**config.mk**
```make
export PLATFORM = sky130hd
export DESIGN_NAME = fetch_seq
export DESIGN_NICKNAME = d
export VERILOG_FILES = /design/src/rtl/fetch_seq.sv
export SDC_FILE = /design/constraint.sdc
export NUM_CORES = 1
export LEC_CHECK = 0
export ABC_CLOCK_PERIOD_IN_PS = 1700
export BUFFER_PORTS_ARGS = -buffer_cell sky130_fd_sc_hd__buf_4
export CAP_MARGIN = 20
export CORE_ASPECT_RATIO = 0.5
export CORE_MARGIN = 2
export CORE_UTILIZATION = 47
export CTS_CLUSTER_SIZE = 10
export DETAILED_ROUTE_END_ITERATION = 6
export PLACE_DENSITY_LB_ADDON = 0.2
export SYNTH_ARGS = -nofsm -noshare
export SYNTH_HDL_FRONTEND = slang
export SYNTH_SLANG_ARGS = --single-unit
```
**constraint.sdc**
```tcl
create_clock -name clk -period 1.7 [get_ports clk]
set_clock_uncertainty 0.05 [all_clocks]
set_input_delay 0.34 -clock clk [delete_from_list [all_inputs] [get_ports clk]]
set_output_delay 0.34 -clock clk [all_outputs]
set_load 0.1 [all_outputs]
```
**src/rtl/fetch_seq.sv**
```systemverilog
// fetch_seq: instruction-fetch sequencer.
// Owns the fetch PC and sequences instruction-memory requests through three states:
//   RUN  - normal fetch, one instruction per cycle when memory is ready
//   MISS - waiting on instruction memory; the request is held until it returns
//   HALT - HLT reached; fetch stops until reset
// Ports:
//   clk        - system clock, rising edge
//   rst        - synchronous active-high reset
//   stall      - decode hazard hold; freezes PC and IF/ID
//   br_taken   - resolved branch/jump taken this cycle
//   br_target  - redirect address, qualified by br_taken
//   halt_dec   - HLT decoded in ID
//   imem_rdy   - instruction memory returns data this cycle
//   imem_req   - fetch request
//   imem_addr  - fetch address (always pc)
//   pc         - registered fetch PC
//   pc_plus2   - pc + 2, wrapping
//   if_id_wen  - IF/ID write enable
//   if_valid   - IF/ID data valid (0 writes a bubble)
//   flush      - squash IF/ID
//   halted     - sequencer is in HALT
//   miss_cycles- saturating count of cycles spent in MISS
module fetch_seq #(
  parameter logic [15:0] RESET_PC = 16'h0000
) (
  input  logic        clk,
  input  logic        rst,
  input  logic        stall,
  input  logic        br_taken,
  input  logic [15:0] br_target,
  input  logic        halt_dec,
  input  logic        imem_rdy,
  output logic        imem_req,
  output logic [15:0] imem_addr,
  output logic [15:0] pc,
  output logic [15:0] pc_plus2,
  output logic        if_id_wen,
  output logic        if_valid,
  output logic        flush,
  output logic        halted,
  output logic [15:0] miss_cycles
);

  typedef enum logic [1:0] {
    StRun  = 2'd0,
    StMiss = 2'd1,
    StHalt = 2'd2
  } state_e;

  state_e      r_state, w_state_d;
  logic [15:0] r_pc, w_pc_d;
  logic        r_pend_vld, w_pend_vld_d;
  logic [15:0] r_pend_pc, w_pend_pc_d;
  logic        r_halt_rec, w_halt_rec_d;
  logic [15:0] r_miss_cycles;
  logic [15:0] w_pc_inc;
  logic        w_halt_now;

  assign w_pc_inc    = r_pc + 16'd2;
  assign pc          = r_pc;
  assign pc_plus2    = w_pc_inc;
  assign imem_addr   = r_pc;
  assign miss_cycles = r_miss_cycles;

  // A HLT seen this cycle only counts when it is not squashed by a branch or held by a stall.
  assign w_halt_now = halt_dec & ~br_taken & ~stall;

  always_comb begin
    w_state_d    = r_state;
    w_pc_d       = r_pc;
    w_pend_vld_d = r_pend_vld;
    w_pend_pc_d  = r_pend_pc;
    w_halt_rec_d = r_halt_rec;
    imem_req     = 1'b0;
    if_id_wen    = 1'b0;
    if_valid     = 1'b0;
    flush        = 1'b0;
    halted       = 1'b0;

    if (!rst) begin
      unique case (r_state)
        StRun: begin
          imem_req = 1'b1;
          if (br_taken) begin
            w_pc_d    = br_target;
            flush     = 1'b1;
            if_id_wen = 1'b1;
          end else if (stall) begin
            // hold everything
          end else if (halt_dec) begin
            w_state_d = StHalt;
          end else if (imem_rdy) begin
            w_pc_d    = w_pc_inc;
            if_id_wen = 1'b1;
            if_valid  = 1'b1;
          end else begin
            if_id_wen = 1'b1;
            w_state_d = StMiss;
          end
        end

        StMiss: begin
          imem_req = 1'b1;
          // The outstanding request cannot be aborted, so a redirect is parked until it returns.
          if (br_taken) begin
            flush        = 1'b1;
            if_id_wen    = 1'b1;
            w_pend_vld_d = 1'b1;
            w_pend_pc_d  = br_target;
            w_halt_rec_d = 1'b0;
          end else if (w_halt_now) begin
            w_halt_rec_d = 1'b1;
          end

          if (imem_rdy) begin
            w_state_d    = StRun;
            w_pend_vld_d = 1'b0;
            w_halt_rec_d = 1'b0;
            if (br_taken) begin
              w_pc_d = br_target;
            end else if (r_pend_vld) begin
              w_pc_d    = r_pend_pc;
              if_id_wen = ~stall;
            end else if (r_halt_rec || w_halt_now) begin
              w_state_d = StHalt;
            end else if (!stall) begin
              w_pc_d    = w_pc_inc;
              if_id_wen = 1'b1;
              if_valid  = 1'b1;
            end
          end else if (!br_taken) begin
            if_id_wen = ~stall;
          end
        end

        StHalt: begin
          halted = 1'b1;
        end

        default: begin
          w_state_d = StRun;
        end
      endcase
    end
  end

  always_ff @(posedge clk) begin
    if (rst) begin
      r_state       <= StRun;
      r_pc          <= RESET_PC;
      r_pend_vld    <= 1'b0;
      r_pend_pc     <= 16'h0000;
      r_halt_rec    <= 1'b0;
      r_miss_cycles <= 16'h0000;
    end else begin
      r_state    <= w_state_d;
      r_pc       <= w_pc_d;
      r_pend_vld <= w_pend_vld_d;
      r_pend_pc  <= w_pend_pc_d;
      r_halt_rec <= w_halt_rec_d;
      if (r_state == StMiss && r_miss_cycles != 16'hFFFF) begin
        r_miss_cycles <= r_miss_cycles + 16'd1;
      end
    end
  end

endmodule

```
# Word level (Yosys, flattened, before mapping)

Cells that the tools add are included.

Add/subtract/negate cells: 2
Equal/unequal tests: 12
Mux-type cells: 53
Bitwise gates (word level): 5
Reductions and logical operators: 12

Operator list:

| cell                    | count |
|---|---|
| $mux W16                | 9 |
| $mux W1                 | 32 |
| $pmux W16 S2            | 1 |
| $add A16 B1 Y16 const B | 1 |
| $add A16 B2 Y16 const B | 1 |
| $mux W2                 | 8 |
| $ne A16 B16 Y1 const B  | 1 |
| $ne A3 B3 Y1 const B    | 4 |
| $ne A4 B4 Y1 const B    | 2 |
| $reduce_and A7 Y1       | 1 |
| $ne A2 B2 Y1 const B    | 3 |
| $pmux W2 S3             | 1 |
| $reduce_and A2 Y1       | 3 |
| $reduce_and A5 Y1       | 1 |
| $pmux W1 S2             | 2 |
| $reduce_bool A2 Y1      | 2 |
| $not A1 Y1              | 3 |
| $reduce_bool A3 Y1      | 1 |
| $and A1 B1 Y1           | 2 |
| $eq A2 B1 Y1 const B    | 1 |
| $eq A2 B2 Y1 const B    | 1 |
| $logic_not A2 Y1        | 1 |
| $reduce_or A2 Y1        | 1 |
| $logic_and A1 B1 Y1     | 1 |
| $logic_or A1 B1 Y1      | 1 |

Bits in registers: 52
Input bits: 22

# Depth between registers and ports, before layout

Gate-level depths: netlist of the first run.

Word-level depth: 10
Mapped depth: 7
Mapped depth without buffers: 5

# Worst setup path after synthesis of the first run

No wires, ideal clock.

Path kind: reg2reg
Start point: reg r_pc[2], in the netlist imem_addr[2]
End point: reg r_pc[5], in the netlist imem_addr[5]
Library setup time: 0.091 ns
Arrival time: 3.689 ns
Setup slack: -2.130 ns
Cell stages (with the launch flop): 6
Path buffers: 0
Period minus slack after synthesis: 3.830 ns
Cells stage by stage: dfxtp_1 ha_1 nand3_1 xnor2_1 o21ai_0 a311oi_1

Word-level cells in the longest chain between the ends: 7
Elaborated cells on any way between the ends: 11
Classes of those cells: add/sub (1); mux (10)

RTL lines:

| what                   | RTL line | text |
|---|---|---|
| start, declared        | 51       | `logic [15:0] r_pc, w_pc_d;` |
| start signal, assigned | 157      | `r_pc <= w_pc_d;` |
| $add A16 B2 Y16 *      | 59       | `assign w_pc_inc = r_pc + 16'd2;` |
| via pc_plus2[5]        | 36       | `output logic [15:0] pc_plus2,` |
| $mux W16               | 126      | `end else if (!stall) begin` |
| $mux W16               | 124      | `end else if (r_halt_rec \|\| w_halt_now) begin` |
| $mux W16               | 121      | `end else if (r_pend_vld) begin` |
| $mux W16               | 119      | `if (br_taken) begin` |
| $mux W16               | 115      | `if (imem_rdy) begin` |
| $pmux W16 S2 *         | 81       | `unique case (r_state)` |

The timed path passes the listed nets; every way through them passes the cells marked *. The select of a mux whose other input is x is not followed.
A chain may end at the register's enable or synchronous reset.

# Worst setup path after layout of the first run

Start point: reg r_pc[5], in the netlist imem_addr[5]
End point: out pc_plus2[15]

Word-level cells in the longest chain between the ends: 1

RTL lines:

| what            | RTL line |
|---|---|
| $add A16 B2 Y16 | 59 |
| end, declared   | 36 |

No other way between the ends.

==> reports/results.ini, run 1 <==
[worst_setup_path]
worstSetupEndpoint=pc_plus2[15]
crit_cells=6
r2r-start=imem_addr[2]
worstSetupStartpointType=register
startpoint=imem_addr[5]
slowest_delay_ns=0.38
slowest_stage=dfxtp_4
cp_num_buf_inv=3
cp_max_fo=5
crit_chain=nand4_4, buf_6, nor4_4, buf_4, xnor2_4, buf_12
cp.required_ns=1.31
critPathArrivalTime_ns=1.79
cp-end-kind=output pin
critical_path_class=register to output pin
r2r_slack_ns=-0.25
ff2ff_path_depth=9
cpLargestDelayFamily=buffers and inverters
rr_endpoint=imem_addr[15]

[cts]
cts_made_buffers=5
clock_path_buffers=2
insertion_delay_ns=0.30
clock-root-buffer=clkbuf_16
cts_tree=yes
ctsHoldBuffers=0
htreeDepth=2
numClockSinks=52
clk_pin_slew_ns=0.07

[cells_and_area]
fin_nets=590
layout_commonest_cell=buf_4
diodes=0
syn_to_final_growth_pct=86.0
final_cell_mix=buf_4 (143), nand2_1 (50), buf_6 (32)
drive_above_1_share_pct=59.8

[floorplan]
die_area_um2=7530
core_region_area_um2=6650
io_pins=91
rows=21
die_h_um=62.4
die_w_um=121
start_util_pct=48.2

[global_route]
grtUsageTotal_pct=32.2
grt_max_degree=34
grt_pass1_vias=3751
antenna_found_initial=0
grt_pass1_wl_um=19300
overflow=0

[status]
status=finished, violations left
violations=DRC, setup timing

[routing]
post_drt_wl_per_cell_um=23.5
ant_nets=0
finalWirelength_um=15500
drcViolationCount=1
via_per_inst=6.55
vias=4315
drtIter0Drc=689
dr.pass1.iters=7

[yosys]
synth-async-reset-ratio_pct=0
synth_edf_count=0
synth.cell_area_um2=3200
syn-num-nets=431
synth-seq-cells=52
yosys_warnings=0
synthFlopType=dfxtp_1
synth.avg_cell_area_um2=7.87
synthCells=407
ys_types=62
ys_seq_area_share_pct=32.5

[power]
p_clk_share_pct=25.1
power_leakage_uw=0.00243
p_sw_uw=1750
peakVddDrop_mv=0.469
sw_frac_of_total_pct=42.9
seqPwrFrac_pct=31.5
pwr-share-comb_pct=43.4
internal_power_uw=2320
p_per_area_nw_per_um2=683

[placed_design]
dpl.hpwl_um=7760
pre_cts_ws_ns=-0.289
place_congestion=0.906
portBuffers=90

[sta]
setup_ws_ns=-0.483
setup_viol=40
hold_viol=0
slew_headroom_pct=57.2
fmax_mhz=458
period_minus_slack_ns=2.18
worst_slew_pin_slew_ns=0.641
finalCritPeriodShare_pct=128
rsz0062_at_grt=true
drv_slew=0
whs_ns=0.238

[job]
drv_cap=0

[hold_path]
hold_depth=3
hold_class=primary input to register

## cell type report
| type | instances | area (um2) |
|---|---|---|
| clock inverter | 1 | 3.75 |
| inverter | 14 | 65.1 |
| timing repair buffer | 194 | 1810 |
| fill | 272 | 689 |
| multi-input combinational | 299 | 2670 |
| sequential | 52 | 1160 |
| clock buffer | 7 | 133 |
| tap | 92 | 115 |
## cells in the mapped netlist (6+ instances only)
cell      count  share of area, %
buf_2        13               2.0
and2_1        7               1.4
mux2_2        8               2.8
buf_4        17               4.0
a31oi_1       7               1.4
and3_1        6               1.2
o32ai_1       6               1.6
a211oi_1     12               2.8
o21a_1        6               1.4
nor2_1       25               2.9
clkbuf_1     12               1.4
inv_1        13               1.5
a21oi_1      34               5.3
nand3_1       9               1.4
nor3_1       12               1.9
o21ai_0       9               1.4
dfxtp_1      52                33
nor2b_1       9               1.8
nand4_1       9               1.8
xnor2_1       9               2.5
nand2_1      55               6.4
## worst min-delay path by stage
stage                        startpoint       endpoint  slack [ns]
final                     br_target[11]  r_pend_pc[11]        0.24
after global routing      br_target[11]  r_pend_pc[11]        0.25
after CTS                 br_target[15]  r_pend_pc[15]        0.25
after detailed placement   r_pend_pc[3]   r_pend_pc[3]        0.40
after global placement    r_pend_pc[13]  r_pend_pc[13]        0.39
after floorplan           r_pend_pc[13]  r_pend_pc[13]        0.38
## cells by family after synthesis
| kind of cell | Yosys count | synth area share, % |
|---|---|---|
| adders and majority gates | 2 | 0.781 |
| AOI/OAI and AO/OA | 110 | 23.8 |
| DFF | 52 | 32.5 |
| buffers and inverters | 57 | 9.18 |
| and+or+nand+nor | 163 | 26.7 |
| muxes | 11 | 3.75 |
| xor gates and xnor gates | 12 | 3.28 |
## power groups by stage
stage               sequential (uW)  clock [uW]  combinational (uW)
detailed placement             1300           0                1430
finish                         1280        1020                1770
global route                   1280        1060                1800
global placement               1300           0                1420
floorplan                      1540           0                 895
CTS                            1270         992                1600
## per-stage QoR
step | total power (uW) | TNS, ns | area, um2 | util (%) | std cells
after floorplan | 2440 | -8.75 | 3880 | - | 407
after global placement | 2720 | -1.76 | 4830 | 72.6 | 612
after detailed placement | 2740 | -2.69 | 4830 | 72.6 | 612
after CTS | 3860 | -3.75 | 5460 | 82.1 | 642
after global routing | 4140 | -8.64 | 5960 | 89.6 | 659
final | 4070 | -6.60 | 5960 | 89.6 | 659
## flip-flops by register name (all words and copies together) (netlist names)
name and cells:
r_state 2, r_pend_vld 1, miss_cycles 16, imem_addr 16, r_pend_pc 16, r_halt_rec 1
## metal layers
layer | global-route usage (%) | wire length, um
met1 | 40.3 | 5480
met2 | 55.4 | 7190
met3 | 6.75 | 1730
met4 | 11.2 | 1100
met5 | 0 | 0
## worst min-delay path, stage by stage
cell and delay (ns):
buf_4 0.11, nand2_1 0.05, a21oi_1 0.05
## timing repair
item | CTS | global route
buffers inserted | 22 | 25
pin swaps | 23 | 40
gates cloned | 0 | 2
setup endpoints to repair | 39 | 41
gates resized for setup | 82 | 84
No activity file was read; power rests on OpenSTA's default activity.
==> run 2, diff against run 1 <==
--- a/config.mk
+++ b/config.mk
@@ -9,7 +9,7 @@
 export BUFFER_PORTS_ARGS = -buffer_cell sky130_fd_sc_hd__buf_4
 export CAP_MARGIN = 20
 export CORE_ASPECT_RATIO = 0.5
-export CORE_MARGIN = 2
+export CORE_MARGIN = 5
 export CORE_UTILIZATION = 47
 export CTS_CLUSTER_SIZE = 10
 export DETAILED_ROUTE_END_ITERATION = 6
==> run 2 against run 1 <==
The run still ends with DRC, setup timing left. Largest cell class unchanged. Wire length about the same. Fmax is 1.4% higher. Via count decreased by 0.14%. Flip-flop and latch count did not move. Worst setup slack better by 0.029 ns. Die area rose by 15%. Clock power about the same.
==> reports/results.ini, run 2 (same netlist as run 1, synthesis figures left out) <==
[routing]
vias=4309  ; was 4315
post_drt_wl_per_cell_um=23.4  ; was 23.5 um
ant_nets=0  ; unchanged
drcViolationCount=1  ; unchanged
dr.pass1.iters=7  ; unchanged
finalWirelength_um=15500  ; about the same
via_per_inst=6.51  ; was 6.55
drtIter0Drc=466  ; was 689

[worst_setup_path]
critical_path_class=register to output pin  ; unchanged
r2r-start=r_state[1]  ; was imem_addr[2]
cp.required_ns=1.31  ; about the same
startpoint=imem_addr[2]  ; was imem_addr[5]
cpLargestDelayFamily=buffers and inverters  ; unchanged
cpMostUsedCell=buf_4
crit_chain=nand4_1, buf_4, nor4_4, buf_4, xor2_4, buf_12  ; was nand4_4, buf_6, nor4_4, buf_4, xnor2_4, buf_12
worstSetupStartpointType=register  ; unchanged
slowest_delay_ns=0.39  ; was 0.38 ns
cp_num_buf_inv=3  ; unchanged
cp_max_fo=4  ; was 5
slowest_stage=dfxtp_4  ; unchanged
critPathArrivalTime_ns=1.76  ; was 1.79 ns
cp-end-kind=output pin  ; unchanged

[global_route]
grt_max_degree=33  ; was 34
grt_pass1_vias=3970  ; was 3751
grt_pass1_wl_um=20300  ; was 19300 um
overflow=0  ; unchanged
grtUsageTotal_pct=29.7  ; was 32.2%
antenna_found_initial=0  ; unchanged

[cells_and_area]
syn_to_final_growth_pct=83.2  ; was 86.0%
fill_cells=300  ; was 272
final_cell_mix=buf_4 (152), nand2_1 (48), dfxtp_4 (30)  ; was buf_4 (143), nand2_1 (50), buf_6 (32)
fin_nets=593  ; was 590
final_cell_area_um2=5870  ; was 5960 um2
layout_commonest_cell=buf_4  ; unchanged
fin_cells=662  ; was 659
diodes=0  ; unchanged
drive_above_1_share_pct=59.3  ; was 59.8%

[status]
status=finished, violations left  ; unchanged
violations=DRC, setup timing  ; unchanged

[cts]
cts_made_buffers=5  ; unchanged
numClockSinks=52  ; unchanged
clock_path_buffers=2  ; unchanged
ctsHoldBuffers=0  ; unchanged
clk_pin_slew_ns=0.07  ; about the same
insertion_delay_ns=0.31  ; was 0.30 ns
clock-root-buffer=clkbuf_16  ; unchanged
htreeDepth=2  ; unchanged
cts_tree=yes  ; unchanged

[sta]
setup_viol=38  ; was 40
period_minus_slack_ns=2.15  ; was 2.18 ns
finalCritPeriodShare_pct=127  ; was 128%
setup_ws_ns=-0.454  ; was -0.483 ns
hold_viol=0  ; unchanged
rsz0062_at_grt=true  ; unchanged
slew_headroom_pct=54.3  ; was 57.2%
worst_slew_pin_slew_ns=0.685  ; was 0.641 ns
fmax_mhz=464  ; was 458 MHz
drv_slew=0  ; unchanged

[placed_design]
place_congestion=0.923  ; was 0.906
pre_cts_ws_ns=-0.280  ; was -0.289 ns
dpl.hpwl_um=8400  ; was 7760 um
placed_area_um2=4900  ; was 4830 um2
portBuffers=90  ; unchanged
place_inst=620  ; was 612

[floorplan]
core_region_area_um2=6650  ; unchanged
io_pins=91  ; unchanged
die_area_um2=8670  ; was 7530 um2
rows=21  ; unchanged
die_w_um=127  ; was 121 um
die_h_um=68.4  ; was 62.4 um
start_util_pct=48.2  ; unchanged

[hold_path]
hold_class=primary input to register  ; unchanged
min-delay-start=br_target[14]  ; was br_target[11]

[job]
drv_cap=0  ; unchanged

[power]
total_power_uw=4060  ; was 4070 uW
power_leakage_uw=0.00242  ; was 0.00243 uW
peakVddDrop_mv=0.473  ; was 0.469 mV
p_per_area_nw_per_um2=692  ; was 683 nW/um2

==> run 2: cell count changes in the layout (fill, tap and decap cells not counted), moves of 2 or more <==
| cell | delta |
|---|---|
| o41ai_2 | -2 |
| or3_4 | +2 |
| buf_4 | +9 |
| a211oi_4 | -3 |
| a211oi_2 | +3 |
| o32ai_1 | -2 |
| o32ai_2 | +2 |
| o41ai_1 | +2 |
| or4_4 | -3 |
| or3_1 | -2 |
| nand2_1 | -2 |
| nor2_2 | -2 |
| or4_1 | +3 |
| buf_6 | -7 |
==> run 2: path summary, 6_finish.rpt <==
kind / endpoint / slack (ns) / cells after the start
hold / removal: r_pend_pc[14] / 0.25 / 3
setup / recovery: pc_plus2[14] / -0.45 / 6
setup reg to reg: imem_addr[14] / -0.25 / 7
hold reg to reg: r_pend_pc[8] / 0.41 / 2
==> run 2: cell type report <==
cell class	instances	area (um2)	area share, %
clock buffers	7	133	2.26
clock inverters	1	5.00	0.0853
inverters	14	70.1	1.19
multi-input cells	298	2570	43.9
flip-flops and latches	52	1160	19.7
well taps	92	115	1.96
repair buffers	198	1810	30.9
==> run 2: per-stage QoR <==
step	hold WS (ns)	utilization [%]	TNS [ns]
global placement	0.388	73.7	-1.81
global route	0.245	88.3	-7.73
floorplan	0.382	-	-8.75
CTS	0.239	83.0	-4.01
finish	0.248	88.3	-6.42
detailed placement	0.398	73.7	-5.01
==> run 2: timing repair <==
action / 4_1_cts / 5_1_grt
pin swaps: 22 / 29
resized for setup: 88 / 57
endpoints found under the setup margin: 57 / 43
hold endpoints to repair: 0 / 0
cloned: 0 / 1
buffers inserted: 20 / 20
==> run 2: power by group <==
part / switching (uW) / total [uW] / internal (uW)
logic: 1210 / 1760 / 549
clock network: 474 / 1020 / 546
registers: 51.8 / 1280 / 1230
==> run 2: routing by layer <==
| metal | part of all wire (%) | vias to the layer above | global-route usage (%) |
|---|---|---|---|
| met5 | 0 | - | 0 |
| met4 | 7.0 | 0 | 13.0 |
| met3 | 10 | 135 | 5.07 |
| met2 | 47 | 346 | 55.3 |
| met1 | 36 | 2024 | 34.4 |
| li1 | - | 1804 | - |
==> run 2: worst register-to-register path: stages (launching register included) <==
cell and delay, ns:
dfxtp_4 0.37, buf_6 0.13, buf_6 0.13, nand3b_1 0.24, buf_6 0.20, buf_4 0.14
a31o_2 0.27, a311oi_2 0.32
